`config.mk`:
```
export PLATFORM = sky130hd
export DESIGN_NAME = wb_bram_ctrl_flat
export DESIGN_NICKNAME = d
export VERILOG_FILES = /design/src/rtl/wb_bram_pkg.sv /design/src/rtl/wb_bram_ctrl_if.sv /design/src/rtl/wb_bram_prefetch.sv /design/src/rtl/wb_bram_ctrl.sv /design/src/flat_wrapper.sv
export SDC_FILE = /design/constraint.sdc
export NUM_CORES = 1
export LEC_CHECK = 0
export BUFFER_PORTS_ARGS = -buffer_cell sky130_fd_sc_hd__buf_4
export CAP_MARGIN = 25
export CORE_MARGIN = 4
export CORE_UTILIZATION = 30
export CTS_BUF_LIST = sky130_fd_sc_hd__clkbuf_8
export CTS_CLUSTER_SIZE = 28
export DETAILED_ROUTE_END_ITERATION = 10
export PLACE_DENSITY = 0.64
export SYNTH_ARGS = -nofsm -noshare
export SYNTH_HDL_FRONTEND = slang
export SYNTH_SLANG_ARGS = --single-unit
export TNS_END_PERCENT = 30
```
`constraint.sdc`:
```
create_clock -name wb_clk_i -period 5 [get_ports wb_clk_i]
set_clock_uncertainty 0.05 [all_clocks]
set_input_delay 0.5 -clock wb_clk_i [delete_from_list [all_inputs] [get_ports wb_clk_i]]
set_output_delay 0.5 -clock wb_clk_i [all_outputs]
set_load 0.05 [all_outputs]
```
`src/rtl/wb_bram_pkg.sv`:
```
// wb_bram_pkg: shared types and constants for the Wishbone BRAM controller.
//   state_t     - controller FSM states (ST_PREF only reachable when the
//                 WB_BRAM_PREFETCH_EN build option is defined)
//   ADDR_HI_DEF - default wbs_adr_i[31:20] value of the BRAM window
//   CNT_W       - wait counter width (covers DELAYS up to 15)
package wb_bram_pkg;

   localparam logic [11:0] ADDR_HI_DEF = 12'h380;
   localparam int          CNT_W       = 4;

   typedef enum logic [1:0] {
      ST_IDLE = 2'd0,
      ST_WAIT = 2'd1,
      ST_ACK  = 2'd2,
      ST_PREF = 2'd3
   } state_t;

endpackage

```
`src/rtl/wb_bram_ctrl_if.sv`:
```
// wb_bram_ctrl_if: Wishbone classic slave bus between the user-project port
// and the BRAM controller.
//   wbs_cyc_i/wbs_stb_i/wbs_we_i  cycle, strobe, write enable (master -> slave)
//   wbs_sel_i[3:0]                byte selects
//   wbs_adr_i[31:0]               byte address
//   wbs_dat_i[31:0]               write data
//   wbs_ack_o                     one-cycle ack (slave -> master)
//   wbs_dat_o[31:0]               read data (slave -> master)
interface wb_bram_ctrl_if;

   logic        wbs_cyc_i;
   logic        wbs_stb_i;
   logic        wbs_we_i;
   logic [3:0]  wbs_sel_i;
   logic [31:0] wbs_adr_i;
   logic [31:0] wbs_dat_i;
   logic        wbs_ack_o;
   logic [31:0] wbs_dat_o;

   modport master (
      output wbs_cyc_i, wbs_stb_i, wbs_we_i, wbs_sel_i, wbs_adr_i, wbs_dat_i,
      input  wbs_ack_o, wbs_dat_o
   );

   modport slave (
      input  wbs_cyc_i, wbs_stb_i, wbs_we_i, wbs_sel_i, wbs_adr_i, wbs_dat_i,
      output wbs_ack_o, wbs_dat_o
   );

endinterface

```
`src/rtl/wb_bram_prefetch.sv`:
```
// wb_bram_prefetch: single-word read-ahead buffer for wb_bram_ctrl.
// Only built when WB_BRAM_PREFETCH_EN is defined.
//   wb_clk_i, wb_rst_n      clock, async active-low reset (clears valid)
//   clear                   drop the buffered word (bus abort)
//   load/load_addr/load_data fill the buffer from a completed prefetch read
//   wr_en/wr_addr/wr_sel/wr_data  bus write; merged into the buffer on a tag hit
//   rd_addr, match, buf_data      lookup of a read request against the buffer
`ifdef WB_BRAM_PREFETCH_EN
module wb_bram_prefetch
   import wb_bram_pkg::*;
#(
   parameter int AW = 10
) (
   input  logic          wb_clk_i,
   input  logic          wb_rst_n,
   input  logic          clear,
   input  logic          load,
   input  logic [AW-1:0] load_addr,
   input  logic [31:0]   load_data,
   input  logic          wr_en,
   input  logic [AW-1:0] wr_addr,
   input  logic [3:0]    wr_sel,
   input  logic [31:0]   wr_data,
   input  logic [AW-1:0] rd_addr,
   output logic          match,
   output logic [31:0]   buf_data
);

   logic          valid_q;
   logic [AW-1:0] tag_q;
   logic [31:0]   buf_q;

   always_ff @(posedge wb_clk_i or negedge wb_rst_n) begin
      if (!wb_rst_n) begin
         valid_q <= 1'b0;
         tag_q   <= '0;
         buf_q   <= '0;
      end else if (clear) begin
         valid_q <= 1'b0;
      end else if (load) begin
         valid_q <= 1'b1;
         tag_q   <= load_addr;
         buf_q   <= load_data;
      end else if (wr_en && valid_q && (wr_addr == tag_q)) begin
         for (int b = 0; b < 4; b++) begin
            if (wr_sel[b]) buf_q[8*b +: 8] <= wr_data[8*b +: 8];
         end
      end
   end

   assign match    = valid_q && (rd_addr == tag_q);
   assign buf_data = buf_q;

endmodule
`endif

```
`src/rtl/wb_bram_ctrl.sv`:
```
// wb_bram_ctrl: Wishbone classic slave controller for the user-area BRAM.
// Decodes the ADDR_HI window, registers each request, holds the BRAM port
// for DELAYS wait cycles, then returns a one-cycle ack with registered data.
// Ports:
//   wb_clk_i, wb_rst_n       clock, async active-low reset
//   wbs (slave modport)      Wishbone request / ack / read data
//   bram_en, bram_we[3:0]    BRAM enable and byte write strobes
//   bram_addr[AW-1:0]        BRAM word address
//   bram_wdata, bram_rdata   BRAM write / read data (rdata one cycle after en)
//   busy                     FSM not in IDLE
// Build option: WB_BRAM_PREFETCH_EN adds a read-ahead state and buffer.
//
// state   | meaning
// --------+--------------------------------------------------------------
// ST_IDLE | waiting for a window hit
// ST_WAIT | BRAM access in flight, counting DELAYS cycles
// ST_ACK  | ack cycle, read data presented
// ST_PREF | reading addr+1 into the prefetch buffer (prefetch builds only)
module wb_bram_ctrl
   import wb_bram_pkg::*;
#(
   parameter logic [11:0] ADDR_HI = ADDR_HI_DEF,
   parameter int          DELAYS  = 2,
   parameter int          AW      = 10
) (
   input  logic          wb_clk_i,
   input  logic          wb_rst_n,
   wb_bram_ctrl_if.slave wbs,
   output logic          bram_en,
   output logic [3:0]    bram_we,
   output logic [AW-1:0] bram_addr,
   output logic [31:0]   bram_wdata,
   input  logic [31:0]   bram_rdata,
   output logic          busy
);

   localparam logic [CNT_W-1:0] CNT_LAST = CNT_W'(DELAYS);

   state_t           state;
   logic [CNT_W-1:0] cnt;
   logic             we_q;
   logic             ack_q;
   logic [31:0]      dat_q;

   logic             hit;
   logic [AW-1:0]    req_addr;
   logic             unused_adr;

   assign hit      = wbs.wbs_cyc_i && wbs.wbs_stb_i && (wbs.wbs_adr_i[31:20] == ADDR_HI);
   // Offset bits above the BRAM depth alias back into the array.
   assign req_addr = wbs.wbs_adr_i[AW+1:2];
   assign unused_adr = ^{wbs.wbs_adr_i[19:AW+2], wbs.wbs_adr_i[1:0]};

`ifdef WB_BRAM_PREFETCH_EN
   logic        pf_match;
   logic [31:0] pf_data;

   wb_bram_prefetch #(.AW(AW)) u_prefetch (
      .wb_clk_i  (wb_clk_i),
      .wb_rst_n  (wb_rst_n),
      .clear     ((state == ST_WAIT) && !wbs.wbs_cyc_i),
      .load      ((state == ST_PREF) && (cnt == CNT_LAST)),
      .load_addr (bram_addr),
      .load_data (bram_rdata),
      .wr_en     ((state == ST_IDLE) && hit && wbs.wbs_we_i),
      .wr_addr   (req_addr),
      .wr_sel    (wbs.wbs_sel_i),
      .wr_data   (wbs.wbs_dat_i),
      .rd_addr   (req_addr),
      .match     (pf_match),
      .buf_data  (pf_data)
   );
`endif

   always_ff @(posedge wb_clk_i or negedge wb_rst_n) begin
      if (!wb_rst_n) begin
         state      <= ST_IDLE;
         cnt        <= '0;
         we_q       <= 1'b0;
         ack_q      <= 1'b0;
         dat_q      <= '0;
         bram_en    <= 1'b0;
         bram_we    <= '0;
         bram_addr  <= '0;
         bram_wdata <= '0;
      end else begin
         ack_q   <= 1'b0;
         bram_we <= '0;
         case (state)
            ST_IDLE: begin
`ifdef WB_BRAM_PREFETCH_EN
               if (hit && !wbs.wbs_we_i && pf_match) begin
                  // buffered word: skip the BRAM and ack next cycle
                  we_q      <= 1'b0;
                  bram_addr <= req_addr;
                  dat_q     <= pf_data;
                  ack_q     <= 1'b1;
                  state     <= ST_ACK;
               end else
`endif
               if (hit) begin
                  we_q       <= wbs.wbs_we_i;
                  bram_addr  <= req_addr;
                  bram_wdata <= wbs.wbs_dat_i;
                  bram_en    <= 1'b1;
                  // strobe only in the first wait cycle
                  bram_we    <= wbs.wbs_we_i ? wbs.wbs_sel_i : 4'h0;
                  cnt        <= CNT_W'(1);
                  state      <= ST_WAIT;
               end
            end
            ST_WAIT: begin
               if (!wbs.wbs_cyc_i) begin
                  bram_en <= 1'b0;
                  state   <= ST_IDLE;
               end else if (cnt == CNT_LAST) begin
                  bram_en <= 1'b0;
                  ack_q   <= 1'b1;
                  if (!we_q) dat_q <= bram_rdata;
                  state   <= ST_ACK;
               end else begin
                  cnt <= cnt + CNT_W'(1);
               end
            end
            ST_ACK: begin
`ifdef WB_BRAM_PREFETCH_EN
               if (!we_q) begin
                  bram_addr <= bram_addr + AW'(1);
                  bram_en   <= 1'b1;
                  cnt       <= CNT_W'(1);
                  state     <= ST_PREF;
               end else
`endif
               state <= ST_IDLE;
            end
`ifdef WB_BRAM_PREFETCH_EN
            ST_PREF: begin
               if (cnt == CNT_LAST) begin
                  bram_en <= 1'b0;
                  state   <= ST_IDLE;
               end else begin
                  cnt <= cnt + CNT_W'(1);
               end
            end
`endif
            default: begin
               bram_en <= 1'b0;
               state   <= ST_IDLE;
            end
         endcase
      end
   end

   assign wbs.wbs_ack_o = ack_q;
   assign wbs.wbs_dat_o = dat_q;
   assign busy          = (state != ST_IDLE);

endmodule

```
`src/flat_wrapper.sv`:
```
// flat-port wrapper written by rule: the top's interface ports become plain ports
module wb_bram_ctrl_flat import wb_bram_pkg::*;
#(
   parameter logic [11:0] ADDR_HI = ADDR_HI_DEF,
   parameter int          DELAYS  = 2,
   parameter int          AW      = 10
)
  (wb_clk_i, wb_rst_n, bram_en, bram_we, bram_addr, bram_wdata, bram_rdata, busy, wbs_wbs_cyc_i, wbs_wbs_stb_i, wbs_wbs_we_i, wbs_wbs_sel_i, wbs_wbs_adr_i, wbs_wbs_dat_i, wbs_wbs_ack_o, wbs_wbs_dat_o);
  wb_bram_ctrl_if wbs_i ();
  input  logic wb_clk_i;
  input  logic wb_rst_n;
  output logic bram_en;
  output logic [3:0] bram_we;
  output logic [AW-1:0] bram_addr;
  output logic [31:0] bram_wdata;
  input  logic [31:0] bram_rdata;
  output logic busy;
  input wire logic [$bits(wbs_i.wbs_cyc_i)-1:0] wbs_wbs_cyc_i;
  input wire logic [$bits(wbs_i.wbs_stb_i)-1:0] wbs_wbs_stb_i;
  input wire logic [$bits(wbs_i.wbs_we_i)-1:0] wbs_wbs_we_i;
  input wire logic [$bits(wbs_i.wbs_sel_i)-1:0] wbs_wbs_sel_i;
  input wire logic [$bits(wbs_i.wbs_adr_i)-1:0] wbs_wbs_adr_i;
  input wire logic [$bits(wbs_i.wbs_dat_i)-1:0] wbs_wbs_dat_i;
  output wire logic [$bits(wbs_i.wbs_ack_o)-1:0] wbs_wbs_ack_o;
  output wire logic [$bits(wbs_i.wbs_dat_o)-1:0] wbs_wbs_dat_o;
  assign wbs_i.wbs_cyc_i = wbs_wbs_cyc_i;
  assign wbs_i.wbs_stb_i = wbs_wbs_stb_i;
  assign wbs_i.wbs_we_i = wbs_wbs_we_i;
  assign wbs_i.wbs_sel_i = wbs_wbs_sel_i;
  assign wbs_i.wbs_adr_i = wbs_wbs_adr_i;
  assign wbs_i.wbs_dat_i = wbs_wbs_dat_i;
  assign wbs_wbs_ack_o = wbs_i.wbs_ack_o;
  assign wbs_wbs_dat_o = wbs_i.wbs_dat_o;
  wb_bram_ctrl #(.ADDR_HI(ADDR_HI), .DELAYS(DELAYS), .AW(AW)) u_core (.wb_clk_i(wb_clk_i), .wb_rst_n(wb_rst_n), .wbs(wbs_i), .bram_en(bram_en), .bram_we(bram_we), .bram_addr(bram_addr), .bram_wdata(bram_wdata), .bram_rdata(bram_rdata), .busy(busy));
endmodule
```
After elaboration in Yosys (flattened, before gate mapping)
Index checks and enable logic that the tools add are counted.
W data, S select, Z words.

word-level totals
  flip-flop bits (word level) = 87
  output and inout port bits = 81
  input port bits = 105
  logic and storage cells = 48

cells by class
  bitwise gates (word level) = 2
  equality and inequality tests = 8
  muxes and demuxes = 18
  reduce and logical (&&, ||, !) cells = 10
  $add $sub $neg = 1

operator list
  kind                    number
  $mux W4                 6
  $eq A12 B10 Y1 const B  1
  $pmux W4 S2             1
  $reduce_and A4 Y1       2
  $mux W1                 6
  $mux W2                 3
  $add A4 B1 Y4 const B   1
  $eq A4 B2 Y1 const B    1
  $ne A2 B2 Y1 const B    2
  $pmux W2 S2             1
  $reduce_and A2 Y1       2
  $reduce_bool A2 Y1      2
  $ne A3 B2 Y1 const B    1
  $pmux W1 S3             1
  $reduce_and A3 Y1       1
  $eq A2 B1 Y1 const B    1
  $eq A2 B2 Y1 const B    1
  $logic_and A1 B1 Y1     2
  $logic_not A2 Y1        1
  $ne A2 B1 Y1 const B    1
  $not A1 Y1              2

Depth between registers and ports, before layout
Gate-level depths: netlist of the first run.

  word-level depth = 4
  gate-level depth with buffers = 6
  gate-level depth less buffers = 5

Worst setup path before layout of the first run
Ideal clock, no wire load.

  path kind = register -> register
  start = register u_core.cnt[0]
  end = register u_core.dat_q[0] (netlist: u_core.wbs.wbs_dat_o[0])
  period minus slack after synthesis = 1.915 ns
  required time = 4.825 ns
  setup slack = 3.085 ns
  arrival time = 1.740 ns
  path buffers = 1
  stages on the path, launching flop included = 7
  setup time = 0.125 ns
  cell sequence = dfrtp_1 -> inv_1 -> ha_1 -> or3b_4 -> nor3_4 -> buf_6 -> mux2_2

on the way
  word-level cells in the longest chain between the ends = 2

ends and longest elaborated chain
  item                                RTL line             RTL
  from (decl)                         wb_bram_ctrl.sv:40   logic [CNT_W-1:0] cnt;
  from (signal assigned)              wb_bram_ctrl.sv:122  cnt <= cnt + CNT_W'(1);
  $eq A4 B2 Y1                        wb_bram_ctrl.sv:116  end else if (cnt == CNT_LAST) begin
  $reduce_and A4 Y1 (no source line)  n/a
  to (signal assigned)                wb_bram_ctrl.sv:119  if (!we_q) dat_q <= bram_rdata;
  to (decl)                           wb_bram_ctrl.sv:43   logic [31:0] dat_q;

No other way between the ends.
A chain may end at the register's enable or synchronous reset.

Worst setup path in the final report of the first run
  start = register u_core.cnt[0]
  end = register u_core.dat_q[31] (netlist: u_core.wbs.wbs_dat_o[31])

Same word-level chain as after synthesis.

==> flow_summary.yaml, run 1 <==
setup_path:
  crit_fanout: 23
  worst-setup-path-type: "reg2reg"
  end_kind: "flip-flop"
  crit_arrival_ps: 2650
  reg2regPathDepth: 6
  start_kind: "flip-flop"
  required_ps: 5180
placement:
  globalplace.congestion: 0.7107
  dp_slack_ps: 2236
  place_hpwl_um: 6086
  numPortBuffers: 175
timing:
  setup_tns_ps: 0
  worst_slew_pin_slew_ps: 608.6
  hold_viol_final: 0
  setup_slack_ps: 2523
  period_share_pct: 49.54
  slew_viol_final: 0
  rsz0062_at_grt: "false"
  relSlewSlack_pct: 59.34
  max_freq_mhz: 403.7
  setup_viol: 0
  post-route-min-period_ps: 2477
detailed_routing:
  drt-wirelength-per-cell_um: 15.00
  finalWirelength_um: 8012
  antenna_left: 0
  first_iter_violations: 125
  drc: 0
  via_per_inst: 4.487
  drt-pass1-iter-count: 4
  via_count: 2396
yosys:
  synth_area_per_cell_sq_um: 16.22
  syn_area_sq_um: 3373
  syn-num-nets: 315
  seq_area_frac_synth_pct: 64.54
  synthCells: 208
  ys_ff_latch: 87
  synthDistinctLibCells: 31
  yosysWarnings: 0
grt:
  grt_pass1_vias: 2571
  overflow: 0
  grt_pass1_wl_um: 12830
  antenna_found_initial: 0
  grt_usage_pct: 12.48
  grt_max_degree: 61
power:
  ir_drop_v: 0.00009653
  p_leak_uw: 0.002784
  power_density_nw_per_um2: 269.8
clock_network:
  cts_made_buffers: 9
  insertion_delay_ps: 350
  holdBufCountCts: 0
  htreeDepth: 3
  cts_root_buf: "clkbuf_8"
  clkTransAtPathRegs_ps: 90
  post_cts_buffers: 0
  clock_path_buffers: 2
  clock_sinks: 87
  cts_tree: "yes"
  cts_resized: 0
layout:
  nNetsFinal: 496
  diodes: 0
  final_cell_mix: "176 x buf_4, 87 x dfrtp_1, 73 x mux2_2"
  num-fill-cells: 1009
  syn_to_final_growth_pct: 50.96
  final_common_cell: "buf_4"
  drive_gt1_share_pct: 69.04
die:
  rows: 38
  ios: 186
  die_area_sq_um: 13010
  die_y_um: 114.0
  floorplan.initialDensity_pct: 30.85
  die_w_um: 114.0
  core_area_sq_um: 10940
hold_path:
  worstHoldPathType: "in2async"
outcome:
  status: "finished, final reports clean"
flow_run:
  max_cap_violations: 0
-- synthesized netlist by cell type --
master / instances / area, sq um
nor3_1: 1 / 5.000
nand2b_1: 1 / 6.260
nand2_1: 2 / 7.510
o21ai_0: 2 / 10.01
o22ai_1: 1 / 6.260
nor3_4: 1 / 16.27
a21oi_1: 2 / 10.01
mux2_1: 2 / 22.52
buf_2: 2 / 10.01
dfrtp_1: 87 / 2177
buf_4: 2 / 15.01
nand3_1: 1 / 5.000
a311o_1: 2 / 20.02
or2_2: 1 / 6.260
nor4b_2: 1 / 15.01
nor4_1: 2 / 12.51
buf_6: 4 / 45.04
nor3b_1: 2 / 15.01
and4_1: 1 / 8.760
a21o_1: 1 / 7.510
and3_1: 5 / 31.28
ha_1: 2 / 25.02
nor4bb_1: 2 / 20.02
nor2_1: 2 / 7.510
or3b_4: 1 / 11.26
nand3b_1: 1 / 7.510
nor4b_1: 1 / 8.760
inv_1: 1 / 3.750
nand4_1: 1 / 6.260
mux2_2: 73 / 822.0
and3b_1: 1 / 8.760
-- cell families after synthesis --
kind of cell / synth area share [%]
AND/OR/NAND/NOR: 5.898
adder cells (fa/ha/maj): 0.7417
AO/OA/AOI/OAI: 1.595
buffers and inverters: 2.188
multiplexers: 25.04
flip-flops: 64.54
-- registers in the layout, indices dropped and copies added (netlist names) --
name / flops
u_core.bram_we: 4
u_core.bram_en: 1
u_core.wbs.wbs_dat_o: 32
u_core.we_q: 1
u_core.state: 2
u_core.cnt: 4
u_core.bram_addr: 10
u_core.bram_wdata: 32
u_core.wbs.wbs_ack_o: 1
-- per-stage QoR --
stage                     util, %  power (uW)  hold slack (ps)  instance area (sq um)  std cells
final                       46.57        1374            20.54                   5092        534
after global routing        46.57        1433            21.46                   5092        534
after CTS                   46.38        1403            15.60                   5072        533
after detailed placement    44.15       799.2            412.3                   4828        517
after global placement      43.90       795.3            415.8                   4801        516
after floorplan                 -       724.7            154.4                   3373        208
-- final timing paths --
| path | startpoint | slack [ps] | endpoint |
|---|---|---|---|
| worst max-delay path | u_core.cnt[0] | 2520 | u_core.wbs.wbs_dat_o[31] |
| worst min-delay path | wb_rst_n | 20 | u_core.bram_wdata[4] |
| worst max register to register | u_core.cnt[0] | 2520 | u_core.wbs.wbs_dat_o[31] |
| worst min register to register | u_core.bram_en | 440 | u_core.bram_en |
| max in group asynchronous | wb_rst_n | 4260 | u_core.bram_wdata[28] |
| min in group wb_clk_i | bram_rdata[30] | 320 | u_core.wbs.wbs_dat_o[30] |
-- layer usage --
layer / vias to the layer above / global-route usage, % / part of all wire (%)
li1: 1113 / - / -
met3: 11 / 4.032 / 9.2
met1: 1159 / 15.33 / 41
met2: 113 / 20.61 / 49
met5: - / 0 / 0
met4: 0 / 4.513 / 1.3
-- layout make-up --
type                       instances  area [sq um]  share of cell area, %
clock buffer                       9         123.9                  2.432
clock inverter                     7         120.1                  2.359
inverter                           1         3.754                0.07371
multi-input combinational        112          1124                  22.06
sequential                        87          2177                  42.75
tap                              140         175.2                  3.440
timing repair buffer             178          1369                  26.88
-- critical path, stage by stage, from the launching register on --
cell     delay [ps]
dfrtp_1         430
inv_1            90
ha_1            170
or3b_4          420
nor3_4          420
buf_4           400
mux2_1          370
-- report_power, final --
group / internal [uW] / switching [uW] / total [uW]
registers: 704 / 0.521 / 704
clock network: 334 / 257 / 591
logic: 51.2 / 27.5 / 78.6
No activity file was read; power rests on OpenSTA's default activity.
==> inputs of run 2 (changes only) <==
Settings changed: ABC_AREA set to 1, PLACE_DENSITY 0.64 to 0.62.
Clock period 5 ns to 2.4 ns, I/O delays scaled along.
==> run 2 against run 1 <==
  * Sequential power up 110%
  * Via count up 29%
  * Combinational power up 140%
  * Cell count up 38%
  * Register-to-register slack worse by 1800 ps
  * First-iteration DRC count up 36%
  * Setup slack worse by 1800 ps
  * Count of clock-buffer cells in the layout unchanged
  * Cell area up 3.8%
  * Fmax up 47%
  * Area after synthesis up 10%
  * Sequential cell count unchanged
  * Critical path type unchanged
  * Critical endpoint is now u_core.wbs.wbs_dat_o[19]
==> flow_summary.yaml, run 2 <==
clock_network:
  post_cts_buffers: 0
  insertion_delay_ps: 340
  cts_resized: 0
  clkTransAtPathRegs_ps: 80
  cts_root_buf: "clkbuf_8"
  cts_tree: "yes"
  holdBufCountCts: 1
  htreeDepth: 3
  cts_made_buffers: 9
  clock_sinks: 87
  clock_path_buffers: 2
power:
  p_leak_uw: 0.003084
  power_density_nw_per_um2: 475.1
  ir_drop_v: 0.0003181
timing:
  hold_viol_final: 0
  max_freq_mhz: 593.9
  relSlewSlack_pct: 54.70
  slew_viol_final: 0
  setup_viol: 0
  worst_slew_pin_slew_ps: 679.4
  rsz0062_at_grt: "false"
  period_share_pct: 70.16
  post-route-min-period_ps: 1684
  setup_tns_ps: 0
yosys:
  ys_top_cells_by_area: "dfrtp_1 59%, nand2_1 13%, o21ai_2 6.4%"
  synth_area_per_cell_sq_um: 9.456
  synth_adder_area_share_pct: 0.6734
  synth_compound_area_share_pct: 8.519
  synth_top_cell_area_share_pct: 58.59
  seq_area_frac_synth_pct: 58.59
  synth-xor-area-share_pct: 0.4714
  synthDistinctLibCells: 22
  ys_top_cells_by_count: "127 x nand2_1, 87 x dfrtp_1, 52 x inv_1, 37 x nand3_1, 27 x o21ai_2"
  muxShareOfSynthArea_pct: 0
  synthCells: 393
  ys_ff_latch: 87
  yosysMostFrequentCell: "nand2_1"
  yosysTopAreaCell: "dfrtp_1"
  syn-num-nets: 500
  syn_area_sq_um: 3716
  synthArstFlopShare_pct: 100.0
  synthFlopType: "dfrtp_1"
  synth-edff-count: 0
  synth_top_family_by_area: "simple AND/OR/NAND/NOR gates"
  yosysWarnings: 0
  synthSimpleGateAreaFrac_pct: 21.55
setup_path:
  cp.depth: 9
  required_ps: 2620
  worst-setup-path-type: "reg2reg"
  reg2regPathDepth: 9
  end_kind: "flip-flop"
  start_kind: "flip-flop"
  cpPeakStageDelay_ps: 430
  crit_chain: "inv_1, ha_1, nand2_1, nor2_4, inv_2, nor2_8, buf_4, nand3_1, nand2_1"
  cpLargestDelayFamily: "simple AND/OR/NAND/NOR gates"
  crit_fanout: 33
  path_common_cell: "nand2_1"
  slowest_stage: "dfrtp_1"
  crit_arrival_ps: 1910
  cp.buffers_inverters: 3
die:
  die_w_um: 119.3
  die_area_sq_um: 14230
  ios: 186
  floorplan.initialDensity_pct: 30.81
  rows: 40
  core_area_sq_um: 12060
  die_y_um: 119.3
grt:
  grt_pass1_wl_um: 15170
  antenna_found_initial: 0
  overflow: 0
  grt_pass1_vias: 3019
  grt_usage_pct: 13.20
  grt_max_degree: 63
placement:
  globalplace.congestion: 0.7416
  numPortBuffers: 175
  place_hpwl_um: 6973
  dp.cells: 723
detailed_routing:
  first_iter_violations: 170
  via_count: 3100
  finalWirelength_um: 9480
  drt-wirelength-per-cell_um: 12.83
  drc: 0
  via_per_inst: 4.195
  antenna_left: 0
  drt-pass1-iter-count: 6
layout:
  diodes: 0
  final_common_cell: "buf_4"
  num-fill-cells: 1219
  syn_to_final_growth_pct: 42.26
  fin_cells: 739
  drive_gt1_share_pct: 40.63
  final_cell_mix: "179 x buf_4, 127 x nand2_1, 87 x dfrtp_1"
  nNetsFinal: 674
outcome:
  status: "finished, final reports clean"
hold_path:
  worstHoldPathType: "in2reg"
  min_path_cells: 3
flow_run:
  max_cap_violations: 0
run 2: cell types whose count changed in the layout (fill, tap and decap cells not counted), sizes merged, moves of 3 or more:
cell	previous run	this run
nor2	2	16
mux2	75	0
o21ai	2	43
nand3	1	38
bufinv	3	0
nand2	2	129
inv	2	58
and3	5	0
run 2: final cells by class:
cell class	instances	area, sq um	area share [%]
Sequential cell	87	2177	41.18
Multi-Input combinational cell	232	1160	21.94
Clock buffer	9	123.9	2.343
Inverter	56	210.2	3.976
Timing Repair Buffer	181	1374	25.99
Tap cell	168	210.2	3.976
Clock inverter	6	31.28	0.5917
run 2: final timing paths:
path / from / end / slack [ps]
max: u_core.cnt[0] / u_core.wbs.wbs_dat_o[19] / 720
min: wbs_wbs_sel_i[2] / u_core.bram_we[2] / 70
max reg2reg: u_core.cnt[0] / u_core.wbs.wbs_dat_o[19] / 720
min reg2reg: u_core.bram_en / u_core.bram_en / 420
max in group asynchronous: wb_rst_n / u_core.we_q / 1340
min in group asynchronous: wb_rst_n / u_core.wbs.wbs_dat_o[22] / 300
run 2: where the power goes:
group	leakage, uW	internal, uW	total [uW]	switching, uW
sequential	0.00122	1470	1470	1.14
clock	0.0000912	360	857	496
combinational	0.00178	110	187	77.1
run 2: cell families (layout without fill, tap and decap cells):
kind of cell | count (synthesis) | count (layout)
xor+xnor | 2 | 2
simple gates | 185 | 185
compound gates | 43 | 43
fa+ha+maj | 2 | 2
buf+inv | 74 | 252
flops | 87 | 87
run 2: worst min-delay path, cell delays in order:
cell	delay [ps]
buf_4	110
inv_1	40
nor2_1	30
run 2: through the flow:
step / setup slack, ps / cell area [sq um] / total power [uW] / hold WS, ps / util (%)
after floorplan: 968.8 / 3716 / 1529 / -105.6 / -
after global placement: 749.4 / 5121 / 1685 / 127.7 / 42.46
after detailed placement: 719.9 / 5121 / 1688 / 133.8 / 42.46
after CTS: 701.8 / 5286 / 2577 / 45.25 / 43.83
after global routing: 554.5 / 5286 / 2654 / 50.77 / 43.83
final: 716.1 / 5286 / 2511 / 69.91 / 43.83
run 2: routing by layer:
layer	track usage (%)	wire length (um)	vias to the layer above
met3	3.324	550	15
met4	5.297	241	0
met1	17.12	4123	1434
li1	-	-	1551
met5	0	0	-
met2	21.12	4565	100
